==> config.mk <==
export PLATFORM = sky130hd
export DESIGN_NAME = gpio_debounce
export DESIGN_NICKNAME = d
export VERILOG_FILES = /design/src/rtl/gpio_debounce_pkg.sv /design/src/rtl/gpio_debounce_db_cell.sv /design/src/rtl/reg_we.sv /design/src/rtl/gpio_debounce.sv
export SDC_FILE = /design/constraint.sdc
export NUM_CORES = 1
export LEC_CHECK = 0
export CAP_MARGIN = 20
export CORE_ASPECT_RATIO = 0.7
export CORE_MARGIN = 3
export CORE_UTILIZATION = 50
export DETAILED_ROUTE_END_ITERATION = 7
export PLACE_DENSITY = 0.81
export REMOVE_ABC_BUFFERS = 1
export SYNTH_ARGS = -nofsm -noshare
export SYNTH_HDL_FRONTEND = slang
export SYNTH_SLANG_ARGS = --single-unit
==> constraint.sdc <==
create_clock -name clk -period 3.3 [get_ports clk]
set_clock_uncertainty 0.15 [all_clocks]
set_input_delay 0.33 -clock clk [delete_from_list [all_inputs] [get_ports clk]]
set_output_delay 0.33 -clock clk [all_outputs]
set_load 0.01 [all_outputs]
==> src/rtl/gpio_debounce_pkg.sv <==
// ---------------------------------------------------------------------------
// gpio_debounce_pkg
// Shared constants for the GPIO debouncer: register address map.
// ---------------------------------------------------------------------------
package gpio_debounce_pkg;

  localparam logic [1:0] DB_CTRL   = 2'd0;  // bit0: enable
  localparam logic [1:0] DB_PERIOD = 2'd1;  // debounce threshold, cnt_w bits
  localparam logic [1:0] DB_RAW    = 2'd2;  // synchronized pins, read-only
  localparam logic [1:0] DB_STATE  = 2'd3;  // debounced lines, read-only

endpackage

==> src/rtl/gpio_debounce_db_cell.sv <==
// ---------------------------------------------------------------------------
// db_cell
// One debounced input line: 2-FF synchronizer, stability counter, debounced
// state flop and registered rise/fall pulses.
// Ports:
//   clk      - clock
//   rstn     - asynchronous active-low reset
//   i_pin    - raw asynchronous pin
//   i_en     - 1: debounce with i_period, 0: pass synchronized pin through
//   i_period - number of extra stable cycles required before accepting
//   o_sync   - synchronized pin (second synchronizer stage)
//   o_db     - debounced level
//   o_rise   - one-cycle pulse coincident with o_db going 0->1
//   o_fall   - one-cycle pulse coincident with o_db going 1->0
// ---------------------------------------------------------------------------
module db_cell #(
  parameter int cnt_w = 16
) (
  input  logic             clk,
  input  logic             rstn,
  input  logic             i_pin,
  input  logic             i_en,
  input  logic [cnt_w-1:0] i_period,
  output logic             o_sync,
  output logic             o_db,
  output logic             o_rise,
  output logic             o_fall
);

  logic             r_sync1;
  logic             r_sync2;
  logic             r_db;
  logic             r_rise;
  logic             r_fall;
  logic [cnt_w-1:0] r_cnt;

  logic             w_db_next;
  logic [cnt_w-1:0] w_cnt_next;

  // The counter only advances while the synchronized level differs from the
  // accepted level. The >= comparison means a threshold lowered below the
  // running count is honoured on the very next edge, and since we never
  // increment at or past the threshold the counter cannot wrap.
  always_comb begin
    w_db_next  = r_db;
    w_cnt_next = '0;
    if (!i_en) begin
      w_db_next = r_sync2;
    end else if (r_sync2 != r_db) begin
      if (r_cnt >= i_period) begin
        w_db_next = r_sync2;
      end else begin
        w_cnt_next = r_cnt + 1'b1;
      end
    end
  end

  always_ff @(posedge clk or negedge rstn) begin
    if (!rstn) begin
      r_sync1 <= 1'b0;
      r_sync2 <= 1'b0;
      r_db    <= 1'b0;
      r_rise  <= 1'b0;
      r_fall  <= 1'b0;
      r_cnt   <= '0;
    end else begin
      r_sync1 <= i_pin;
      r_sync2 <= r_sync1;
      r_db    <= w_db_next;
      // Pulses are computed from the next state so they line up with the
      // cycle in which o_db first shows the new value.
      r_rise  <= w_db_next & ~r_db;
      r_fall  <= ~w_db_next & r_db;
      r_cnt   <= w_cnt_next;
    end
  end

  assign o_sync = r_sync2;
  assign o_db   = r_db;
  assign o_rise = r_rise;
  assign o_fall = r_fall;

endmodule

==> src/rtl/reg_we.sv <==
// ---------------------------------------------------------------------------
// reg_we
// Generic write-enabled register with a parameterized reset value.
// Ports:
//   clk  - clock
//   rstn - asynchronous active-low reset (loads RST_VAL)
//   we   - load enable
//   d    - data to load
//   q    - register contents
// ---------------------------------------------------------------------------
module reg_we #(
  parameter int           W       = 1,
  parameter logic [W-1:0] RST_VAL = '0
) (
  input  logic         clk,
  input  logic         rstn,
  input  logic         we,
  input  logic [W-1:0] d,
  output logic [W-1:0] q
);

  logic [W-1:0] r_q;

  always_ff @(posedge clk or negedge rstn) begin
    if (!rstn) begin
      r_q <= RST_VAL;
    end else if (we) begin
      r_q <= d;
    end
  end

  assign q = r_q;

endmodule

==> src/rtl/gpio_debounce.sv <==
// ---------------------------------------------------------------------------
// gpio_debounce
// Multi-line debouncer for keys/switches with a small register interface.
// Ports:
//   clk    - clock
//   rstn   - asynchronous active-low reset
//   addr   - register address (see gpio_debounce_pkg)
//   we     - write enable, write lands on the rising edge
//   wd     - write data
//   rd     - read data, combinational from addr, zero-extended
//   pin_i  - raw asynchronous pins
//   db_o   - debounced lines
//   rise_o - per-line pulse on debounced 0->1
//   fall_o - per-line pulse on debounced 1->0
// ---------------------------------------------------------------------------
module gpio_debounce
  import gpio_debounce_pkg::*;
#(
  parameter int gpio_w     = 8,
  parameter int cnt_w      = 16,
  parameter int period_rst = 50000
) (
  input  logic              clk,
  input  logic              rstn,
  input  logic [1:0]        addr,
  input  logic              we,
  input  logic [31:0]       wd,
  output logic [31:0]       rd,
  input  logic [gpio_w-1:0] pin_i,
  output logic [gpio_w-1:0] db_o,
  output logic [gpio_w-1:0] rise_o,
  output logic [gpio_w-1:0] fall_o
);

  localparam logic [cnt_w-1:0] PERIOD_RST_V = cnt_w'(period_rst);

  logic              w_ctrl_we;
  logic              w_period_we;
  logic              w_en;
  logic [cnt_w-1:0]  w_period;
  logic [gpio_w-1:0] w_raw;
  logic [gpio_w-1:0] w_db;
  logic [gpio_w-1:0] w_rise;
  logic [gpio_w-1:0] w_fall;
  // Upper write-data bits have no home in this register map.
  logic              w_unused_wd;

  assign w_ctrl_we   = we && (addr == DB_CTRL);
  assign w_period_we = we && (addr == DB_PERIOD);
  assign w_unused_wd = &{1'b0, wd};

  reg_we #(
    .W       (1),
    .RST_VAL (1'b1)
  ) u_ctrl (
    .clk  (clk),
    .rstn (rstn),
    .we   (w_ctrl_we),
    .d    (wd[0]),
    .q    (w_en)
  );

  reg_we #(
    .W       (cnt_w),
    .RST_VAL (PERIOD_RST_V)
  ) u_period (
    .clk  (clk),
    .rstn (rstn),
    .we   (w_period_we),
    .d    (wd[cnt_w-1:0]),
    .q    (w_period)
  );

  generate
    for (genvar gi = 0; gi < gpio_w; gi++) begin : g_cell
      db_cell #(
        .cnt_w (cnt_w)
      ) u_cell (
        .clk      (clk),
        .rstn     (rstn),
        .i_pin    (pin_i[gi]),
        .i_en     (w_en),
        .i_period (w_period),
        .o_sync   (w_raw[gi]),
        .o_db     (w_db[gi]),
        .o_rise   (w_rise[gi]),
        .o_fall   (w_fall[gi])
      );
    end
  endgenerate

  always_comb begin
    rd = '0;
    case (addr)
      DB_CTRL:   rd = {31'd0, w_en};
      DB_PERIOD: rd = 32'(w_period);
      DB_RAW:    rd = 32'(w_raw);
      DB_STATE:  rd = 32'(w_db);
      default:   rd = '0;
    endcase
  end

  assign db_o   = w_db;
  assign rise_o = w_rise;
  assign fall_o = w_fall;

endmodule

=== Yosys cells after proc, flatten, opt, wreduce, memory -nomap -nowiden ===
Cells that the tools add are included.

* Output and inout port bits: 56
* Word-level logic and storage cells: 161
* Bits in registers: 185
* Bits of input ports: 45

* Multiplexer cells: 49
* Equal/unequal tests: 11
* Magnitude comparators: 8
* Bitwise gates (word level): 32
* Reduce and logical (&&, ||, !) cells: 3
* Add/subtract/negate cells: 8

{| class="wikitable"
|+ Operators with widths
! kind !! count
|-
| $mux W16 || 24
|-
| $add A16 B1 Y16 const B || 8
|-
| $ge A16 B16 Y1 || 8
|-
| $pmux W32 S4 || 1
|-
| $mux W1 || 24
|-
| $and A1 B1 Y1 || 16
|-
| $not A1 Y1 || 16
|-
| $ne A1 B1 Y1 || 8
|-
| $eq A2 B2 Y1 const B || 2
|-
| $eq A2 B1 Y1 const B || 1
|-
| $logic_and A1 B1 Y1 || 2
|-
| $logic_not A2 Y1 || 1
|}

=== Logic depth before layout (Yosys ltp) ===
* Word-level depth: 6
* Mapped depth: 9
* Mapped depth without buffers: 7

=== Hierarchy ===
A second synthesis with hierarchy kept.

* Cells, all modules: 1,171
* Area total of the unflattened synthesis: 11,747.5 sq um

{| class="wikitable"
|+ Modules (own cells, without submodules)
! module !! cells an instance !! sequential area each (sq um) !! instances !! area an instance (sq um)
|-
| db_cell || 136 || 525.5 || 8 || 1,332.5
|-
| reg_we at u_period || 34 || 407.9 || 1 || 656.9
|-
| gpio_debounce || 47 || 0.0 || 1 || 389.1
|-
| reg_we at u_ctrl || 2 || 26.3 || 1 || 41.3
|}

=== Worst setup path before layout ===
OpenSTA, ideal clock, no wires.

* Path kind: flip-flop to flip-flop
* Start: register u_period.r_q[9] (netlist: u_period.q[9])
* End: register g_cell[4].u_cell.r_cnt[10]
* Cell stages (with the launch flop): 10
* Buffers on the path: 2
* Path slack: 527 ps
* Data arrival time: 2,552 ps
* Path through: dfstp_2 inv_1 ha_1 a21o_1 a221o_1 a2111o_1 or4_1 buf_2 buf_6 nor2_1

* Cells in the longest elaborated chain, start to end: 4

{| class="wikitable"
|+ RTL lines
! what !! RTL line !! source
|-
| start, declared || reg_we.sv:22 || <nowiki>logic [W-1:0] r_q;</nowiki>
|-
| start signal, assigned || reg_we.sv:26 || <nowiki>r_q <= RST_VAL;</nowiki>
|-
| start signal, assigned || reg_we.sv:28 || <nowiki>r_q <= d;</nowiki>
|-
| $ge A16 B16 Y1 || gpio_debounce_db_cell.sv:50 || <nowiki>if (r_cnt >= i_period) begin</nowiki>
|-
| $mux W16 || gpio_debounce_db_cell.sv:50 ||
|-
| $mux W16 || gpio_debounce_db_cell.sv:49 || <nowiki>end else if (r_sync2 != r_db) begin</nowiki>
|-
| $mux W16 || gpio_debounce_db_cell.sv:47 || <nowiki>if (!i_en) begin</nowiki>
|-
| via g_cell[4].u_cell.w_cnt_next[10] || gpio_debounce_db_cell.sv:38 || <nowiki>logic [cnt_w-1:0] w_cnt_next;</nowiki>
|-
| end signal, assigned || gpio_debounce_db_cell.sv:74 || <nowiki>r_cnt <= w_cnt_next;</nowiki>
|-
| end, declared || gpio_debounce_db_cell.sv:35 || <nowiki>logic [cnt_w-1:0] r_cnt;</nowiki>
|}

The timed path passes the listed nets, and every way through them passes these cells.
A chain may end at the register's enable or synchronous reset.

=== Worst setup path after layout ===
* Start: register u_period.r_q[15] (netlist: u_period.q[15])
* End: register g_cell[4].u_cell.r_db

* Cells in the longest elaborated chain, start to end: 4

{| class="wikitable"
|+ RTL lines
! what !! RTL line !! source
|-
| $ge A16 B16 Y1 || gpio_debounce_db_cell.sv:50 ||
|-
| $mux W1 || gpio_debounce_db_cell.sv:50 ||
|-
| $mux W1 || gpio_debounce_db_cell.sv:49 ||
|-
| $mux W1 || gpio_debounce_db_cell.sv:47 ||
|-
| via g_cell[4].u_cell.w_db_next || gpio_debounce_db_cell.sv:37 || <nowiki>logic w_db_next;</nowiki>
|-
| end signal, assigned || gpio_debounce_db_cell.sv:69 || <nowiki>r_db <= w_db_next;</nowiki>
|-
| end, declared || gpio_debounce_db_cell.sv:32 || <nowiki>logic r_db;</nowiki>
|}

The timed path passes the listed nets, and every way through them passes these cells.

==> run metrics <==
# diodes=0; Critical Path RT=3480 ps; CTS clk-pin slew, worst paths=80 ps; Final nets=1384; CTS root buf=clkbuf_16; reg2reg setup slack=320 ps; r2r startpoint=u_period.q[15]; WS Path Type=flop to flop; initial antenna violation count=0; CP max FO=8; largest net degree at the start of global routing=102; YS warnings=0; Startpoint Class=flop; Die Y=130.4 µm; leading cell types in the layout, fill and taps excluded=178 x dfrtp_1, 163 x nor2_1, 136 x ha_1; first-pass GRT wire length=44.66 mm; fin area=12640 µm²; critical path's largest stage delay=660 ps; period utilization=90.33%; Post CTS Setup Buffer Count=0; endpoints failing setup=0; CP Capture Type=flop; total die area=23970 µm²; area delta synth->final=14.28%; largest cells by area after synthesis=dfrtp_1 40%, ha_1 15%, xor2_1 5.9%; distinct cell type count after synthesis=43; Fmax=335.5 MHz; vias in the first global route=8687; GRT Total Usage=23.72%; Rel. slew slack=43.80%; register area share after synthesis=41.94%; Yosys top cell area share=40.28%; clock latency on the worst-skew pair=440 ps; FP Rows=44; Pwr Total=5.956 mW; worst-path cell with the longest stage delay=a2111oi_0; post-synth design cell area=11060 µm²; Reg2Reg Depth=7; Via Count=8631; worst setup path end=g_cell[4].u_cell.o_db; DP HPWL=19.93 mm; commonest non-fill, non-tap cell in the layout=dfrtp_1; hold path cells=1; Final Wtd Congestion=0.9092; width of the die=183.8 µm; remaining antenna violation count=0; MaxCap Viol Count=0; CP cell instances=inv_1, ha_1, and4_1, nand4_1, a2111oi_0, nor3_1, mux2_2; Wirelength per Cell=18.63 µm; Via density=5.785; CP arrival=3160 ps; placed instance area=12070 µm²; final hold vios=0; CTS H-tree lvls=4; post-synthesis cell count=1122; final core utilization=59.62%; first-pass iteration count of the detailed router=5; Leak Pwr=5.882 nW; Worst VDD drop=0.3737 mV; layout cells sized above 1=8.306%; PwrDens=471.3 nW/µm²; cell taking the most area after synthesis=dfrtp_1; status=complete, no violations; post-route setup TNS=0 ps; Min Hold Slack=178.0 ps; final wirelength=27.80 mm; IO Pins=101; Hold/Removal Path Class=input pin to flop; post-layout min period=2981 ps; total clock buffers created by CTS=17; capturing point of the worst reg2reg path=g_cell[4].u_cell.o_db; RSZ-0062 raised after global routing=false; Syn Area/Cell=9.856 µm²; clk buf depth=2; initial DRC count=651; total gr overflow=0; CP startpoint=u_period.q[15]; clock sink count=185; Slew Limit Fails=0; CTS tree=done; DRC Markers=0; Least-Margin Pin Slew=842.9 ps; port buffer count=68; starting density of the core=52.17%; Core ar.=21200 µm²; FF+latch count, synth=185
==> worst max-delay path, delay by kind of cell (launching register included) <==
kind / cells / cell delay (ps)
AOI/OAI and AO/OA: 1 / 660
and+or+nand+nor: 3 / 590
DFF: 1 / 540
adders and majority gates: 1 / 390
muxes: 1 / 320
buffers and inverters: 1 / 210
==> sequential cells by signal, summed over array words and instances (netlist names) <==
| signal | cells |
|---|---|
| g_cell.u_cell.o_db | 8 |
| u_ctrl.q | 1 |
| g_cell.u_cell.r_cnt | 128 |
| g_cell.u_cell.o_fall | 8 |
| u_period.q | 16 |
| g_cell.u_cell.r_sync1 | 8 |
| g_cell.u_cell.o_sync | 8 |
| g_cell.u_cell.o_rise | 8 |
==> layer usage <==
| metal | track usage, % | vias up | share of wire [%] |
|---|---|---|---|
| li1 | - | 4025 | - |
| met1 | 32.13 | 4262 | 44 |
| met2 | 37.42 | 274 | 46 |
| met3 | 5.506 | 70 | 6.7 |
| met4 | 9.374 | 0 | 3.5 |
| met5 | 0 | - | 0 |
==> cells by family after synthesis <==
family	after synthesis	synth area share, %
simple gates	443	19.24
flops	185	41.94
fa+ha+maj	136	15.39
xor+xnor	120	9.504
compound gates	110	6.280
buf+inv	101	4.865
mux	26	2.749
other cells	1	0.03391
==> cells in the mapped netlist, drive strengths merged <==
library cell    n
o22ai           1
dfstp           7
o311ai          6
a21oi          37
a221o           1
dfrtp         178
inv            45
nor2          163
nand3          63
o211a           2
buf            42
a2111o          1
conb            1
a21boi          3
nor3           28
mux2           25
o2111ai         2
ha            136
and4           16
and3b          12
and2            9
or3             1
a22o            7
or4             1
a21o           10
and3           19
nand2          80
mux4            1
xor2           75
a211oi          5
nand2b          1
nand4          33
nor3b           5
nor2b          11
o211ai          1
clkbuf         14
a2111oi         4
o21ai          28
nor4            1
a31oi           2
xnor2          45
==> where the power goes <==
part / total (mW) / internal, mW / switching (mW) / leakage [nW]
registers: 2.56 / 2.41 / 0.150 / 2.47
clock network: 1.98 / 0.995 / 0.982 / 0.269
logic: 1.42 / 0.583 / 0.836 / 3.15
==> how the worst min path moves through the flow <==
stage / from / end / slack, ps
final: pin_i[5] / g_cell[5].u_cell.r_sync1 / 180
after global routing: pin_i[2] / g_cell[2].u_cell.r_sync1 / 160
after detailed placement: g_cell[0].u_cell.r_sync1 / g_cell[0].u_cell.o_sync / 180
after global placement: g_cell[5].u_cell.r_sync1 / g_cell[5].u_cell.o_sync / 180
after floorplan: rstn / g_cell[0].u_cell.o_db / -120
after CTS: pin_i[5] / g_cell[5].u_cell.r_sync1 / 170
==> through the flow <==
step           setup WS (ps)  std cells
5_1_grt                172.3       1492
3_3_place_gp           365.1       1459
6_report               319.2       1492
2_1_floorplan          525.0       1081
4_1_cts                256.6       1492
3_5_place_dp           259.0       1459
==> layout make-up <==
class / count / area (µm²)
inverters: 45 / 168.9
fillers: 1705 / 8558
repair buffers: 103 / 987.2
multi-input cells: 851 / 5942
flip-flops and latches: 185 / 4638
clock inverters: 15 / 130.1
well taps: 276 / 345.3
clock buffers: 17 / 425.4
==> timing repair <==
item	4_1_cts	5_1_grt
endpoints found under the hold margin	97	0
hold buffers	1	0
endpoints found under the setup margin	0	11
resized for setup	0	1
No activity file was read; power rests on OpenSTA's default activity.
